## src/rtl/calc_entry_ctrl.sv

```systemverilog
// calc_entry_ctrl
// ---------------
// Keypad-entry sequencer for the two-operand calculator. Turns a stream of
// key codes into operand digit registers, a one-hot operator select and a
// phase code for the downstream digit mux and math datapath.
//
// Sequence: enter operand A -> pick operator -> enter operand B -> ENTER
// shows the result -> a new digit starts over (CLEAR works from anywhere).
//
// Optional feature macro: CALC_TIMEOUT_EN (idle auto-clear after
// TIMEOUT_CYCLES clocks without a key event). Left undefined, timeout_clr
// is tied low and the registers hold indefinitely.
//
// Ports:
//   clk          system clock, rising edge
//   rst_n        asynchronous active-low reset
//   key_valid    level, high while a key is held (synchronous to clk)
//   key_code     0-9 digit, 10 ADD, 11 SUB, 12 MUL, 13 DIV, 14 ENTER, 15 CLEAR
//   num_state    phase code (also the FSM state register, for debug/checkers)
//                000 A_ENTRY, 001 OP_SEL, 010 B_ENTRY, 011 RESULT
//   tens_mem_1, ones_mem_1   operand A digits (0-9)
//   tens_mem_2, ones_mem_2   operand B digits (0-9)
//   arithmetic   one-hot operator: bit0 add, bit1 sub, bit2 mul, bit3 div
//   key_err      one-cycle pulse: accepted key edge ignored by current state
//   timeout_clr  one-cycle pulse on idle auto-clear
//
// Handshake: there is no ready. A key is a level on key_valid; its rising
// edge (key_valid & ~key_d) is the one event per press, and key_code is
// sampled on that edge only. key_valid must drop for at least one clock
// between presses or the second press is not seen.

module calc_entry_ctrl #(
  parameter logic [31:0] TIMEOUT_CYCLES = 32'd500_000_000
) (
  input  logic       clk,
  input  logic       rst_n,
  input  logic       key_valid,
  input  logic [3:0] key_code,
  output logic [2:0] num_state,
  output logic [4:0] tens_mem_1,
  output logic [4:0] ones_mem_1,
  output logic [4:0] tens_mem_2,
  output logic [4:0] ones_mem_2,
  output logic [4:0] arithmetic,
  output logic       key_err,
  output logic       timeout_clr
);

  typedef enum logic [2:0] {
    A_ENTRY = 3'b000,
    OP_SEL  = 3'b001,
    B_ENTRY = 3'b010,
    RESULT  = 3'b011
  } state_t;

  state_t     state;
  logic       key_d;
  logic [1:0] cnt_a;
  logic [1:0] cnt_b;

  logic       key_event;
  logic       is_digit;
  logic       is_op;
  logic       is_clear;
  logic [4:0] op_onehot;
  logic [4:0] digit;
  logic       state_ok;
  logic       timeout_fire;
  logic       clear_now;

  assign num_state = state;
  assign key_event = key_valid & ~key_d;

  always_comb begin
    is_digit  = (key_code <= 4'd9);
    is_op     = (key_code >= 4'd10) && (key_code <= 4'd13);
    is_clear  = (key_code == 4'd15);
    digit     = {1'b0, key_code};
    op_onehot = 5'b00000;
    case (key_code)
      4'd10:   op_onehot = 5'b00001;
      4'd11:   op_onehot = 5'b00010;
      4'd12:   op_onehot = 5'b00100;
      4'd13:   op_onehot = 5'b01000;
      default: op_onehot = 5'b00000;
    endcase
    state_ok  = (state == A_ENTRY) || (state == OP_SEL) ||
                (state == B_ENTRY) || (state == RESULT);
    // An illegal state register clears on the next clock regardless of keys.
    clear_now = ~state_ok | (key_event & is_clear) | timeout_fire;
  end

  always_ff @(posedge clk or negedge rst_n) begin
    if (!rst_n) begin
      state      <= A_ENTRY;
      key_d      <= 1'b0;
      cnt_a      <= 2'd0;
      cnt_b      <= 2'd0;
      tens_mem_1 <= 5'd0;
      ones_mem_1 <= 5'd0;
      tens_mem_2 <= 5'd0;
      ones_mem_2 <= 5'd0;
      arithmetic <= 5'b00000;
      key_err    <= 1'b0;
    end else begin
      key_d   <= key_valid;
      key_err <= 1'b0;
      if (clear_now) begin
        state      <= A_ENTRY;
        cnt_a      <= 2'd0;
        cnt_b      <= 2'd0;
        tens_mem_1 <= 5'd0;
        ones_mem_1 <= 5'd0;
        tens_mem_2 <= 5'd0;
        ones_mem_2 <= 5'd0;
        arithmetic <= 5'b00000;
      end else if (key_event) begin
        case (state)
          A_ENTRY: begin
            if (is_digit) begin
              if (cnt_a == 2'd2) begin
                key_err <= 1'b1;
              end else begin
                tens_mem_1 <= ones_mem_1;
                ones_mem_1 <= digit;
                cnt_a      <= cnt_a + 2'd1;
              end
            end else if (is_op) begin
              arithmetic <= op_onehot;
              state      <= OP_SEL;
            end else begin
              key_err <= 1'b1;
            end
          end
          OP_SEL: begin
            if (is_digit) begin
              // First B digit: B starts from 00, so tens stays 0.
              tens_mem_2 <= 5'd0;
              ones_mem_2 <= digit;
              cnt_b      <= 2'd1;
              state      <= B_ENTRY;
            end else if (is_op) begin
              arithmetic <= op_onehot;
            end else begin
              key_err <= 1'b1;
            end
          end
          B_ENTRY: begin
            if (is_digit) begin
              if (cnt_b == 2'd2) begin
                key_err <= 1'b1;
              end else begin
                tens_mem_2 <= ones_mem_2;
                ones_mem_2 <= digit;
                cnt_b      <= cnt_b + 2'd1;
              end
            end else if (is_op) begin
              key_err <= 1'b1;
            end else begin
              state <= RESULT;
            end
          end
          RESULT: begin
            if (is_digit) begin
              // A digit after a result starts a fresh calculation with it.
              tens_mem_1 <= 5'd0;
              ones_mem_1 <= digit;
              cnt_a      <= 2'd1;
              tens_mem_2 <= 5'd0;
              ones_mem_2 <= 5'd0;
              cnt_b      <= 2'd0;
              arithmetic <= 5'b00000;
              state      <= A_ENTRY;
            end else begin
              key_err <= 1'b1;
            end
          end
          default: state <= A_ENTRY;
        endcase
      end
    end
  end

`ifdef CALC_TIMEOUT_EN
  logic [31:0] idle_cnt;

  // A key event in the expiry cycle wins; a blank A_ENTRY never times out.
  assign timeout_fire = ~key_event &&
                        (idle_cnt == TIMEOUT_CYCLES - 32'd1) &&
                        !((state == A_ENTRY) && (cnt_a == 2'd0));

  always_ff @(posedge clk or negedge rst_n) begin
    if (!rst_n) begin
      idle_cnt    <= 32'd0;
      timeout_clr <= 1'b0;
    end else begin
      timeout_clr <= timeout_fire;
      if (key_event) begin
        idle_cnt <= 32'd0;
      end else begin
        idle_cnt <= idle_cnt + 32'd1;
      end
    end
  end
`else
  logic unused_timeout;

  assign timeout_fire   = 1'b0;
  assign timeout_clr    = 1'b0;
  assign unused_timeout = ^TIMEOUT_CYCLES;
`endif

endmodule

```

## config.mk

```make
export PLATFORM = sky130hd
export DESIGN_NAME = calc_entry_ctrl
export DESIGN_NICKNAME = d
export VERILOG_FILES = /design/src/rtl/calc_entry_ctrl.sv
export SDC_FILE = /design/constraint.sdc
export NUM_CORES = 1
export LEC_CHECK = 0
export CORE_MARGIN = 5
export CORE_UTILIZATION = 30
export DETAILED_ROUTE_END_ITERATION = 10
export HOLD_SLACK_MARGIN = 0.1
export SYNTH_ARGS = -nofsm -noshare
export SYNTH_HDL_FRONTEND = slang
export SYNTH_SLANG_ARGS = --single-unit
export TNS_END_PERCENT = 20
```

## constraint.sdc

```tcl
create_clock -name clk -period 2.4 [get_ports clk]
set_clock_uncertainty 0.1 [all_clocks]
set_input_delay 0.36 -clock clk [delete_from_list [all_inputs] [get_ports clk]]
set_output_delay 0.36 -clock clk [all_outputs]
set_load 0.01 [all_outputs]
```

==> flow_metrics.py, run 1 <==
metrics = {
    "power": {
        "p_leak_nw": 0.916,
        "p_per_area_nw_per_um2": 1080,
        "peakVddDrop_mv": 0.384,
    },
    "hold_path": {
        "timing.hold.worst.class": "in -> async",
    },
    "yosys": {
        "synth_top_cells_by_area": "sky130_fd_sc_hd__dfrtp_1 (41%), sky130_fd_sc_hd__ha_1 (5.1%), sky130_fd_sc_hd__o21ai_0 (5.0%)",
        "synth_xor_xnor_area_share_pct": 0.514,
        "compound_gate_fraction_of_synth_area_pct": 19.7,
        "netlist.area_leader.share_pct": 41.1,
        "main_combinational_cell_family_by_area_after_synthesis": "simple AND/OR/NAND/NOR gates",
        "avgSynthCellArea_um2": 9.07,
        "synth_area_in_adders_pct": 5.14,
        "sequential_to_total_area_share_from_yosys_stat_pct": 41.1,
        "post_synth_and_or_nand_nor_area_fraction_pct": 20.8,
        "synth_warnings": 0,
        "syn_area_um2": 1710,
        "yosysTopAreaCell": "sky130_fd_sc_hd__dfrtp_1",
        "synthMuxAreaShare_pct": 3.01,
        "ys_ff_latch": 28,
        "synth_cells": 188,
        "yosys.cell_types.count": 40,
    },
    "critical_path": {
        "crit_start": "num_state[0]",
        "cpMaxStageDelayCell": "sky130_fd_sc_hd__dfrtp_1",
        "critical_path.reg2reg.startpoint": "num_state[0]",
        "timing.critical_path.from_type": "flop",
        "critical_path_buf_inv_count": 1,
        "data_required_time_of_the_worst_path_ns": 2.47,
        "timing.critical_path.to_type": "flop",
        "critical_path_arrival_ns": 2.11,
        "timing.critical_path.fanout_max": 6,
        "worstPathCellList": "ha_1 -> buf_4 -> nand2b_1 -> or3_1 -> a31oi_2 -> o22ai_1",
        "worst_path_largest_cell_delay_ns": 0.46,
        "crit_type": "reg -> reg",
        "cell_type_group_with_the_largest_total_delay_on_the_critical_path": "simple AND/OR/NAND/NOR gates",
    },
    "clock_tree": {
        "path_clk_slew_ns": 0.10,
        "cts.sinks": 28,
        "cts_max_path_buffers": 2,
        "tritoncts_clock_tree": "yes",
        "post-cts-setup-buffer-count": 0,
        "resized_cells_post_cts": 0,
        "h-tree-depth": 1,
        "cts_hold_buffers": 0,
        "tritoncts.num_buffers": 3,
        "clock_insertion_delay_worst_skew_ns": 0.28,
        "root_buffer": "sky130_fd_sc_hd__clkbuf_8",
    },
    "floorplanning": {
        "die_width_um": 85.4,
        "die_area_um2": 7290,
        "core_region_area_um2": 5510,
        "start_util_pct": 31.0,
        "rows": 27,
        "die_h_um": 85.4,
        "io_pins": 37,
    },
    "finish": {
        "drive_gt1_share_pct": 9.82,
        "design.final.nets": 239,
        "area_delta_synth_final_pct": 28.0,
        "fill_cell_total_of_the_finished_layout": 583,
        "antenna_cells_inserted": 0,
        "final_common_cell": "sky130_fd_sc_hd__clkdlybuf4s50_1",
        "mostFrequentLayoutCells": "sky130_fd_sc_hd__clkdlybuf4s50_1 (29), sky130_fd_sc_hd__dfrtp_1 (28), sky130_fd_sc_hd__o21ai_0 (17)",
    },
    "global_routing": {
        "grt_pass1_wl_um": 7250,
        "grt-ovfl-total": 0,
        "grt_max_degree": 29,
        "groute.usage.overall_pct": 12.0,
        "grt_antenna_before_repair": 0,
        "grt_pass1_vias": 1549,
    },
    "placed_design": {
        "preCtsSetupSlack_ns": 0.234,
        "io_buffers": 29,
        "place.detailed.hpwl_um": 2980,
        "gp_congestion": 0.823,
    },
    "routing": {
        "dr.max_layer_used": "met4",
        "route.detailed.vias_per_inst": 4.91,
        "initialDrtViolationCount": 119,
        "drc_errors": 0,
        "wl_per_cell_um": 14.0,
        "vias": 1452,
        "ant_nets": 0,
        "wirelength_met1_um": 2040,
        "met3_wirelength_um": 201,
        "drtPass1Iterations": 4,
        "route.met2.wl_um": 1850,
        "routed_wirelength_um": 4130,
    },
    "timing": {
        "setup_viol": 0,
        "final_max_slew_viol_count": 0,
        "finalCriticalPeriod_ns": 2.04,
        "rsz0062_at_grt": "false",
        "setup_ws_ns": 0.360,
        "setup_tns_ns": 0,
        "post-route-period-util_pct": 85.0,
        "achievable-frequency_mhz": 490,
        "timing_hold_violations_final": 0,
    },
    "run": {
        "max_capacitance_violation_count": 0,
    },
    "outcome": {
        "outcome": "finished clean",
    },
}
worst reg2reg max path, delay by kind of cell, from the launching register on:
family / cells / cell delay, ns
compound gates: 2 / 0.39
buf+inv: 1 / 0.16
flops: 1 / 0.46
simple gates: 2 / 0.57
fa+ha+maj: 1 / 0.25
power breakdown:
| part | total, W | switching (W) | leakage [nW] | internal (W) |
|---|---|---|---|---|
| combinational | 0.00122 | 0.000639 | 0.511 | 0.000581 |
| sequential | 0.000751 | 0.000109 | 0.369 | 0.000642 |
| clock | 0.000390 | 0.000166 | 0.0357 | 0.000224 |
flip-flops by register name (all words and copies together), names as in the netlist:
signal      flops
cnt_b           2
num_state       2
tens_mem_1      4
tens_mem_2      4
cnt_a           2
ones_mem_1      4
key_d           1
key_err         1
arithmetic      4
ones_mem_2      4
final cells by class:
| class | count | area (µm²) | area share (%) |
|---|---|---|---|
| Clock buffer | 3 | 41.3 | 1.89 |
| Clock inverter | 1 | 30.0 | 1.38 |
| Inverter | 12 | 45.0 | 2.06 |
| Multi-Input combinational cell | 135 | 866 | 39.7 |
| Sequential cell | 28 | 701 | 32.1 |
| Tap cell | 72 | 90.1 | 4.13 |
| Timing Repair Buffer | 45 | 410 | 18.8 |
cell usage after synthesis, drive strengths merged:
| cell type | instances |
|---|---|
| a2111oi | 1 |
| a211oi | 1 |
| a21o | 2 |
| a21oi | 14 |
| a22o | 1 |
| a22oi | 1 |
| a31oi | 2 |
| and2 | 2 |
| buf | 12 |
| clkbuf | 7 |
| conb | 1 |
| dfrtp | 28 |
| ha | 7 |
| inv | 12 |
| mux2 | 1 |
| mux2i | 4 |
| nand2 | 4 |
| nand2b | 6 |
| nand3 | 4 |
| nand3b | 2 |
| nand4 | 9 |
| nand4b | 4 |
| nor2 | 15 |
| nor2b | 2 |
| nor3 | 7 |
| nor4 | 1 |
| nor4bb | 2 |
| o211ai | 1 |
| o21a | 2 |
| o21ai | 19 |
| o22ai | 2 |
| o2bb2ai | 5 |
| o31ai | 1 |
| or3 | 3 |
| or4 | 2 |
| xnor2 | 1 |
routing by layer:
layer	GRT usage [%]	up-vias
li1	-	732
met1	16.2	685
met2	19.7	31
met3	2.04	4
met4	3.45	0
met5	0	-
cell families (layout without fill, tap and decap cells):
kind of cell / Yosys count / count (layout)
multiplexers: 5 / 5
XOR/XNOR: 1 / 1
adder cells (fa/ha/maj): 7 / 7
other: 1 / 7
AND/OR/NAND/NOR: 63 / 63
AO/OA/AOI/OAI: 52 / 52
flip-flops: 28 / 28
buffers and inverters: 31 / 61
metrics by stage:
stage / power (W) / instances / cell area [µm²] / hold slack (ns) / util, %
after floorplan: 0.00145 / 194 / 1730 / -0.0356 / -
after global placement: 0.00199 / 292 / 2110 / 0.386 / 38.4
after detailed placement: 0.00199 / 292 / 2110 / 0.383 / 38.4
after CTS: 0.00239 / 296 / 2180 / 0.370 / 39.7
after global routing: 0.00257 / 296 / 2180 / 0.401 / 39.7
final: 0.00236 / 296 / 2180 / 0.349 / 39.7
worst paths after layout:
check	cells past startpoint	to	slack, ns
max	6	arithmetic[3]	0.36
min	2	arithmetic[2]	0.35
max reg2reg	6	arithmetic[3]	0.36
min reg2reg	1	tens_mem_1[3]	0.41
max in group asynchronous	2	key_d	1.57
min in group clk	1	tens_mem_1[3]	0.41
(Power assumes the default switching activity.)
==> inputs of run 2 (changes only) <==
GPL_TIMING_DRIVEN = 0   (was unset)
==> run 2 against run 1 <==
  * Sequential share of layout area grew 0.055 points
  * Critical path depth shrank 1
  * Sequential power is essentially flat
  * Maximum frequency shrank 8.7%
  * Wire length shrank 1.2%
  * Worst hold slack lost 0.065 ns
==> flow_metrics.py, run 2 (synthesized netlist as in run 1, its figures left out) <==
metrics = {
    "routing": {
        "ant_nets": 0,
        "wl_per_cell_um": 13.7,
        "routed_wirelength_um": 4080,
        "route.detailed.vias_per_inst": 4.93,
        "drc_errors": 0,
        "vias": 1474,
        "drtPass1Iterations": 4,
        "initialDrtViolationCount": 149,
    },
    "finish": {
        "finish.cell_count_without_fillers": 299,
        "final_common_cell": "sky130_fd_sc_hd__dfrtp_1",
        "design.final.nets": 242,
        "drive_gt1_share_pct": 8.81,
        "antenna_cells_inserted": 0,
        "finalInstanceArea_um2": 2180,
        "area_delta_synth_final_pct": 27.8,
        "mostFrequentLayoutCells": "sky130_fd_sc_hd__dfrtp_1 (28), sky130_fd_sc_hd__clkdlybuf4s50_1 (27), sky130_fd_sc_hd__o21ai_0 (17)",
    },
    "power": {
        "power.sequential.fraction_pct": 32.7,
        "p_int_w": 0.00140,
        "p_per_area_nw_per_um2": 1050,
        "power.share.combinational_pct": 51.1,
        "fin_total_pwr_w": 0.00230,
        "peakVddDrop_mv": 0.372,
        "p_clk_share_pct": 16.2,
        "net_switching_share_of_the_total_power_pct": 39.1,
        "total_switching_power_w": 0.000899,
        "p_leak_nw": 0.909,
    },
    "timing": {
        "setup_viol": 0,
        "post-route-period-util_pct": 93.1,
        "finalCriticalPeriod_ns": 2.23,
        "timing_hold_violations_final": 0,
        "setup_tns_ns": 0,
        "relSlewSlack_pct": 54.4,
        "final_max_slew_viol_count": 0,
        "max_slew.worst_pin.slew_ns": 0.679,
        "rsz0062_at_grt": "false",
        "achievable-frequency_mhz": 447,
    },
    "floorplanning": {
        "core_region_area_um2": 5510,
        "rows": 27,
        "io_pins": 37,
        "start_util_pct": 31.0,
        "die_width_um": 85.4,
        "die_area_um2": 7290,
        "die_h_um": 85.4,
    },
    "clock_tree": {
        "post-cts-setup-buffer-count": 0,
        "path_clk_slew_ns": 0.09,
        "cts_max_path_buffers": 2,
        "tritoncts.num_buffers": 3,
        "clock_insertion_delay_worst_skew_ns": 0.27,
        "tritoncts_clock_tree": "yes",
        "h-tree-depth": 1,
        "root_buffer": "sky130_fd_sc_hd__clkbuf_8",
        "cts.sinks": 28,
    },
    "placed_design": {
        "placedInstanceArea_um2": 2100,
        "gp_congestion": 0.794,
        "place.detailed.hpwl_um": 3030,
        "placed_cells": 294,
        "io_buffers": 28,
    },
    "critical_path": {
        "critical_path_buf_inv_count": 2,
        "worst_r2r_endpoint": "arithmetic[3]",
        "cell_type_group_with_the_largest_total_delay_on_the_critical_path": "buffers and inverters",
        "critical_path.reg2reg.startpoint": "num_state[0]",
        "critical_path_cell_count": 5,
        "crit_type": "in -> reg",
        "crit_start": "key_code[0]",
        "cp-endpoint": "tens_mem_1[2]",
        "ff2ff_setup_slack_ns": 0.22,
        "data_required_time_of_the_worst_path_ns": 2.45,
        "timing.critical_path.fanout_max": 10,
        "timing.critical_path.from_type": "primary input",
        "worstPathCellList": "clkdlybuf4s50_1 -> nand4_1 -> o21ai_1 -> clkbuf_1 -> nor2_1",
        "timing.critical_path.to_type": "flop",
        "worst_path_largest_cell_delay_ns": 0.61,
        "cpMaxStageDelayCell": "sky130_fd_sc_hd__clkdlybuf4s50_1",
        "critical_path_arrival_ns": 2.28,
        "rr_worst_depth": 6,
    },
    "global_routing": {
        "grt_pass1_vias": 1477,
        "grt_max_degree": 29,
        "groute.usage.overall_pct": 11.6,
        "grt_pass1_wl_um": 6980,
        "grt-ovfl-total": 0,
        "grt_antenna_before_repair": 0,
    },
    "outcome": {
        "outcome": "finished clean",
    },
    "run": {
        "max_capacitance_violation_count": 0,
    },
    "hold_path": {
        "timing.hold.worst.class": "in -> reg",
    },
}
## run 2: cell count changes in the layout (fill, tap and decap cells not counted), sizes merged
cell           before  now
clkbuf              3   10
buf                16   13
clkdlybuf4s50      29   27
dlygate4sd3         0    1
## run 2: routing by layer
metal | vias to the layer above | wire (µm) | GRT usage [%]
li1 | 743 | - | -
met1 | 687 | 1860 | 15.7
met2 | 40 | 1920 | 19.1
met3 | 4 | 278 | 2.14
met4 | 0 | 26 | 2.73
met5 | - | 0 | 0
## run 2: layout make-up
type                            instances  area [µm²]
Sequential cell                        28         701
Tap cell                               72        90.1
Multi-Input combinational cell        135         871
Fill cell                             556        3330
Timing Repair Buffer                   29         285
Buffer                                 19         116
Inverter                               12        45.0
Clock buffer                            3        41.3
Clock inverter                          1        30.0
## run 2: how the worst min path moves through the flow
stage	endpoint	cells past startpoint	startpoint	slack [ns]
2_1_floorplan	arithmetic[0]	0	rst_n	-0.04
3_3_place_gp	tens_mem_1[3]	1	tens_mem_1[3]	0.39
3_5_place_dp	tens_mem_1[3]	1	tens_mem_1[3]	0.40
4_1_cts	ones_mem_1[3]	3	key_code[3]	0.29
5_1_grt	ones_mem_1[3]	3	key_code[3]	0.30
6_report	ones_mem_1[3]	3	key_code[3]	0.28
## run 2: power by group through the flow
stage                     Clock, W  Sequential [W]  Combinational (W)
after floorplan                  0        0.000815           0.000639
after global routing      0.000410        0.000778            0.00130
after global placement           0        0.000761            0.00116
final                     0.000372        0.000752            0.00117
after CTS                 0.000385        0.000757            0.00117
after detailed placement         0        0.000768            0.00116
## run 2: metrics by stage
| step | hold WS (ns) | setup WS [ns] | utilization [%] |
|---|---|---|---|
| after global routing | 0.303 | 0.0553 | 39.6 |
| final | 0.285 | 0.165 | 39.6 |
| after detailed placement | 0.404 | -0.137 | 38.1 |
| after global placement | 0.389 | -0.159 | 38.1 |
| after CTS | 0.286 | 0.0929 | 39.4 |
| after floorplan | -0.0356 | 0.308 | - |
## run 2: worst min-delay path, stage by stage
cell and delay [ns]:
sky130_fd_sc_hd__buf_6 0.11, sky130_fd_sc_hd__nand4_1 0.06, sky130_fd_sc_hd__o21ai_0 0.08
## run 2: what timing repair did
item,4_1_cts,5_1_grt
resized for setup,0,1
setup endpoints to repair,0,1
hold endpoints to repair,0,28
hold buffers,0,1
==> inputs of run 3 (changes only) <==
CTS_CLUSTER_DIAMETER = 60   (was unset)
PLACE_DENSITY = 0.61   (was unset)
SLEW_MARGIN = 20   (was unset)
==> run 3 against run 2 <==
  * Die area did not move
  * Sequential power barely moved
  * Via count did not move
  * Register-to-register slack about the same
  * Largest power group unchanged
==> flow_metrics.py, run 3 (synthesized netlist as in run 1, its figures left out) <==
metrics = {
    "finish": {
        "design.final.nets": 242,
        "mostFrequentLayoutCells": "sky130_fd_sc_hd__dfrtp_1 (28), sky130_fd_sc_hd__clkdlybuf4s50_1 (27), sky130_fd_sc_hd__o21ai_0 (17)",
        "area_delta_synth_final_pct": 27.8,
        "final_common_cell": "sky130_fd_sc_hd__dfrtp_1",
        "utilization_pct": 39.6,
        "drive_gt1_share_pct": 8.81,
        "finalInstanceArea_um2": 2180,
        "antenna_cells_inserted": 0,
    },
    "global_routing": {
        "grt_pass1_vias": 1563,
        "grt-ovfl-total": 0,
        "grt_pass1_wl_um": 7220,
        "groute.usage.overall_pct": 11.9,
        "grt_antenna_before_repair": 0,
        "grt_max_degree": 29,
    },
    "clock_tree": {
        "tritoncts.num_buffers": 3,
        "root_buffer": "sky130_fd_sc_hd__clkbuf_8",
        "path_clk_slew_ns": 0.11,
        "cts.sinks": 28,
        "clock_insertion_delay_worst_skew_ns": 0.28,
        "cts_max_path_buffers": 2,
        "tritoncts_clock_tree": "yes",
        "post-cts-setup-buffer-count": 0,
        "h-tree-depth": 1,
    },
    "power": {
        "total_switching_power_w": 0.000912,
        "net_switching_share_of_the_total_power_pct": 39.5,
        "power.share.combinational_pct": 50.8,
        "p_clk_share_pct": 16.6,
        "p_leak_nw": 0.909,
        "p_per_area_nw_per_um2": 1060,
        "peakVddDrop_mv": 0.341,
        "p_int_w": 0.00140,
        "power.sequential.fraction_pct": 32.6,
    },
    "placed_design": {
        "gp_congestion": 0.793,
        "placedInstanceArea_um2": 2090,
        "io_buffers": 28,
        "preCtsSetupSlack_ns": -0.157,
        "place.detailed.hpwl_um": 3060,
    },
    "critical_path": {
        "timing.critical_path.fanout_max": 10,
        "timing.critical_path.to_type": "flop",
        "worstPathCellList": "clkdlybuf4s50_1 -> nand4_1 -> o21ai_1 -> clkbuf_1 -> nor2_1",
        "timing.critical_path.from_type": "primary input",
        "cpMaxStageDelayCell": "sky130_fd_sc_hd__clkdlybuf4s50_1",
        "critical_path_arrival_ns": 2.30,
        "cell_type_group_with_the_largest_total_delay_on_the_critical_path": "buffers and inverters",
        "crit_type": "in -> reg",
        "data_required_time_of_the_worst_path_ns": 2.45,
        "critical_path_buf_inv_count": 2,
        "worst_path_largest_cell_delay_ns": 0.62,
    },
    "timing": {
        "relSlewSlack_pct": 54.2,
        "setup_ws_ns": 0.147,
        "finalCriticalPeriod_ns": 2.25,
        "rsz0062_at_grt": "false",
        "final_max_slew_viol_count": 0,
        "setup_tns_ns": 0,
        "setup_viol": 0,
        "post-route-period-util_pct": 93.9,
        "timing_hold_violations_final": 0,
        "achievable-frequency_mhz": 444,
        "max_slew.worst_pin.slew_ns": 0.682,
    },
    "floorplanning": {
        "core_region_area_um2": 5510,
        "die_h_um": 85.4,
        "start_util_pct": 31.0,
        "io_pins": 37,
        "die_width_um": 85.4,
        "rows": 27,
        "die_area_um2": 7290,
    },
    "routing": {
        "ant_nets": 0,
        "drc_errors": 0,
        "initialDrtViolationCount": 117,
        "drtPass1Iterations": 4,
        "route.detailed.vias_per_inst": 4.93,
        "vias": 1474,
        "routed_wirelength_um": 4170,
        "wl_per_cell_um": 14.0,
    },
    "outcome": {
        "outcome": "finished clean",
    },
    "run": {
        "max_capacitance_violation_count": 0,
    },
    "hold_path": {
        "timing.hold.worst.class": "in -> reg",
    },
}
## run 3: area by class of cell
class / instances / area, µm²
clock inverter: 1 / 30.0
tap: 72 / 90.1
fill: 561 / 3330
timing repair buffer: 29 / 285
multi-input combinational: 135 / 871
inverter: 12 / 45.0
clock buffer: 3 / 41.3
buffer: 19 / 116
sequential: 28 / 701
## run 3: final timing paths
| check | from | end | slack (ns) | cells after the start |
|---|---|---|---|---|
| setup / recovery | key_code[0] | tens_mem_1[2] | 0.15 | 5 |
| max in group asynchronous | rst_n | tens_mem_1[1] | 1.26 | 2 |
| setup reg to reg | num_state[0] | tens_mem_1[2] | 0.21 | 6 |
| hold / removal | key_code[3] | ones_mem_1[3] | 0.27 | 3 |
| hold reg to reg | tens_mem_1[3] | tens_mem_1[3] | 0.41 | 1 |
| min in group asynchronous | rst_n | num_state[0] | 0.52 | 2 |
## run 3: metal layers
layer	track usage, %	vias up	routed length, µm
li1	-	741	-
met1	15.8	691	1960
met2	20.0	40	1990
met3	2.14	2	210
met4	2.59	0	10
met5	0	-	0
## run 3: timing repair
action,CTS,global route
hold buffers,1,0
gates resized for setup,0,1
setup endpoints to repair,0,1
hold endpoints to repair,28,0
## run 3: tightest hold or removal path, stage by stage
cell and delay, ns:
sky130_fd_sc_hd__buf_6 0.10, sky130_fd_sc_hd__nand4_1 0.07, sky130_fd_sc_hd__o21ai_0 0.09
## run 3: stage by stage
step | hold WS (ns) | power (W) | instances
final | 0.274 | 0.00231 | 299
after global routing | 0.320 | 0.00250 | 299
after CTS | 0.280 | 0.00232 | 299
after detailed placement | 0.325 | 0.00193 | 294
after global placement | 0.389 | 0.00192 | 294
after floorplan | -0.0356 | 0.00145 | 194
## run 3: power by group through the flow
stage | Clock [W] | Combinational, W | Sequential, W
floorplan | 0 | 0.000639 | 0.000815
global placement | 0 | 0.00116 | 0.000760
detailed placement | 0 | 0.00117 | 0.000765
CTS | 0.000387 | 0.00118 | 0.000756
global route | 0.000405 | 0.00132 | 0.000778
finish | 0.000384 | 0.00117 | 0.000753
==> RTL change, RTL diff (config.mk and constraints of run 2) <==
Register the output `tens_mem_1` once more, cleared by the reset; this adds one clock of latency there. The other outputs are not delayed to match.
--- a/src/rtl/calc_entry_ctrl.sv
+++ b/src/rtl/calc_entry_ctrl.sv
@@ -54,2 +54,4 @@
   } state_t;
+
+  logic [4:0] tens_mem_1_s0;
 
@@ -98,3 +100,3 @@
       cnt_b      <= 2'd0;
-      tens_mem_1 <= 5'd0;
+      tens_mem_1_s0 <= 5'd0;
       ones_mem_1 <= 5'd0;
@@ -111,3 +113,3 @@
         cnt_b      <= 2'd0;
-        tens_mem_1 <= 5'd0;
+        tens_mem_1_s0 <= 5'd0;
         ones_mem_1 <= 5'd0;
@@ -123,3 +125,3 @@
               end else begin
-                tens_mem_1 <= ones_mem_1;
+                tens_mem_1_s0 <= ones_mem_1;
                 ones_mem_1 <= digit;
@@ -165,3 +167,3 @@
               // A digit after a result starts a fresh calculation with it.
-              tens_mem_1 <= 5'd0;
+              tens_mem_1_s0 <= 5'd0;
               ones_mem_1 <= digit;
@@ -212,2 +214,10 @@
 
+  always_ff @(posedge clk or negedge rst_n) begin
+    if (!rst_n) begin
+      tens_mem_1 <= '0;
+    end else begin
+      tens_mem_1 <= tens_mem_1_s0;
+    end
+  end
+
 endmodule
Check against the original RTL: not equivalent (Yosys sat finds a counterexample within 4 cycles, from zero or initial values and one cycle with rst_n low).
==> RTL change against run 2 <==
- sequential share of layout area is 1.6 points higher
- cell area is 8.7% higher
- global-route usage decreased by 0.093 points
- power grew 27%
- sequential power grew 19%
- synthesized area up 8.7%
- maximum frequency about the same
- combinational power increased by 29%
- clock power rose by 40%
- wire length increased by 1.4%
- sequential cell count increased by 4
- worst setup slack gained 0.00055 ns
- critical endpoint is now cnt_b[1]$_DFFE_PN0P_
==> RTL change: results (changes against run 2) <==
Outcome
  • Status: completed

Detailed routing
  • DR WL/cell: 14.52 um (+6.4%)
  • Initial DRC Count: 84 (-44%)
  • Total number of vias: 1390 (-5.7%)

Logic synthesis
  • XOR/XNOR Fraction of Synth Area: 0.004727 (-0.0004092)
  • Compound-cell area share of the yosys netlist: 0.2005 (+0.003181)
  • Synth cell count leaders: dfrtp_1 (32), nand2_1 (15), a22o_1 (9), inv_1 (9), buf_4 (8)
  • Top cells by area, synth: dfrtp_1 (43%), ha_1 (4.7%), a22o_1 (4.3%), mux2i_1 (3.8%), buf_4 (3.2%)
  • Synth unique cells: 56 (+40%)
  • Mapped Cells: 167 (-11%)

Timing
  • Final Worst Setup Slack: 0.1656 ns (+0.0005520 ns)
  • Max_slew headroom: 0.5212 (-0.02313)

Clock network
  • CTS buffer count: 5 (+2)
  • Clock Latency Late Sink: 0.29 ns (+0.02 ns)
  • Clock-pin slew on the worst setup and hold paths: 0.07 ns (-0.02 ns)
  • # H-tree levels: 2 (+1)

Placed design
  • Post-Place Setup Slack: -0.3289 ns (-0.1923 ns)
  • Placed Instances: 276 (-6.1%)
  • Hpwl dp: 2982 um (-1.6%)

Setup path
  • End point of the critical path: cnt_b[1]$_DFFE_PN0P_
  • Worst endpoint data arrival time: 2.31 ns (+0.03 ns)
  • Crit Path Class: flop to flop

GRT
  • GRT Util Overall: 0.1151 (-0.0009315)
  • First-pass GRT wire length: 6831 um (-2.1%)

Power
  • Pleak: 1.105 nW (+22%)

Cells and area
  • Layout cells sized above 1: 0.2286 (+0.1405)
  • # fillers: 615 (+11%)
[RTL change: cell types whose count changed after synthesis, moves of 7 or more]
cell / delta
clkbuf_1: -7
a21oi_1: -10
nand4_1: -9
o21ai_0: -14
a22o_1: +8
nor2_1: -8
nand2_1: +11
[RTL change: layout make-up]
| type | instances | area (um^2) | area share |
|---|---|---|---|
| Buffer | 16 | 131.4 | 0.05544 |
| Clock buffer | 5 | 68.82 | 0.02904 |
| Clock inverter | 3 | 42.54 | 0.01795 |
| Inverter | 9 | 33.78 | 0.01426 |
| Multi-Input combinational cell | 116 | 913.4 | 0.3854 |
| Sequential cell | 32 | 800.8 | 0.3379 |
| Tap cell | 75 | 93.84 | 0.03960 |
| Timing Repair Buffer | 29 | 285.3 | 0.1204 |
[RTL change: worst min-delay path by stage]
stage,start,endpoint,slack (ns),cells after the start
final,key_code[3],ones_mem_2[3]$_DFFE_PN0P_,0.25,3
after global routing,key_code[3],ones_mem_2[3]$_DFFE_PN0P_,0.29,3
after CTS,key_code[3],ones_mem_2[3]$_DFFE_PN0P_,0.25,3
after global placement,tens_mem_1_s0[0]$_DFFE_PN0P_,tens_mem_1[0]$_DFF_PN0_,0.26,0
after floorplan,rst_n,arithmetic[0]$_DFFE_PN0P_,-0.04,0
after detailed placement,tens_mem_1_s0[0]$_DFFE_PN0P_,tens_mem_1[0]$_DFF_PN0_,0.27,0
[RTL change: report_power, final]
part,switching (W),internal (W),total [W],leakage (nW)
logic,0.000732,0.000780,0.00151,0.628
registers,0.000143,0.000752,0.000895,0.423
clock network,0.000212,0.000307,0.000519,0.0541
[RTL change: routing by layer]
metal  wire length [um]  global-route usage  up-vias
met3                204             0.03352        9
met5                  0                   0        -
li1                   -                   -      667
met2               1784              0.1679       41
met1               2071              0.1643      673
met4                 79             0.03571        0
[RTL change: timing repair]
item	in CTS	in global routing
buffers inserted	0	0
endpoints found under the setup margin	1	0
hold buffers	1	0
gates resized for setup	1	0
endpoints found under the hold margin	32	0
[RTL change: worst max-delay path, cell delays in order (launching register included)]
cell and delay (ns):
dfrtp_1 0.44, inv_1 0.09, ha_1 0.21, buf_6 0.14, or3_4 0.37, o2111ai_4 0.14
and2_4 0.19, buf_6 0.14, mux2_4 0.30
[RTL change: kinds of logic after synthesis]
family,count (synthesis)
and+or+nand+nor,49
AOI/OAI and AO/OA,40
DFF,32
buffers and inverters,25
muxes,12
adders and majority gates,7
other,1
xor gates and xnor gates,1
[RTL change: stage by stage]
| step | power (W) | hold WS [ns] | TNS (ns) |
|---|---|---|---|
| floorplan | 0.001881 | -0.03559 | 0 |
| finish | 0.002926 | 0.2525 | 0 |
| global placement | 0.002391 | 0.2630 | -1.873 |
| CTS | 0.002963 | 0.2468 | 0 |
| detailed placement | 0.002424 | 0.2702 | -1.860 |
| global route | 0.003152 | 0.2927 | 0 |
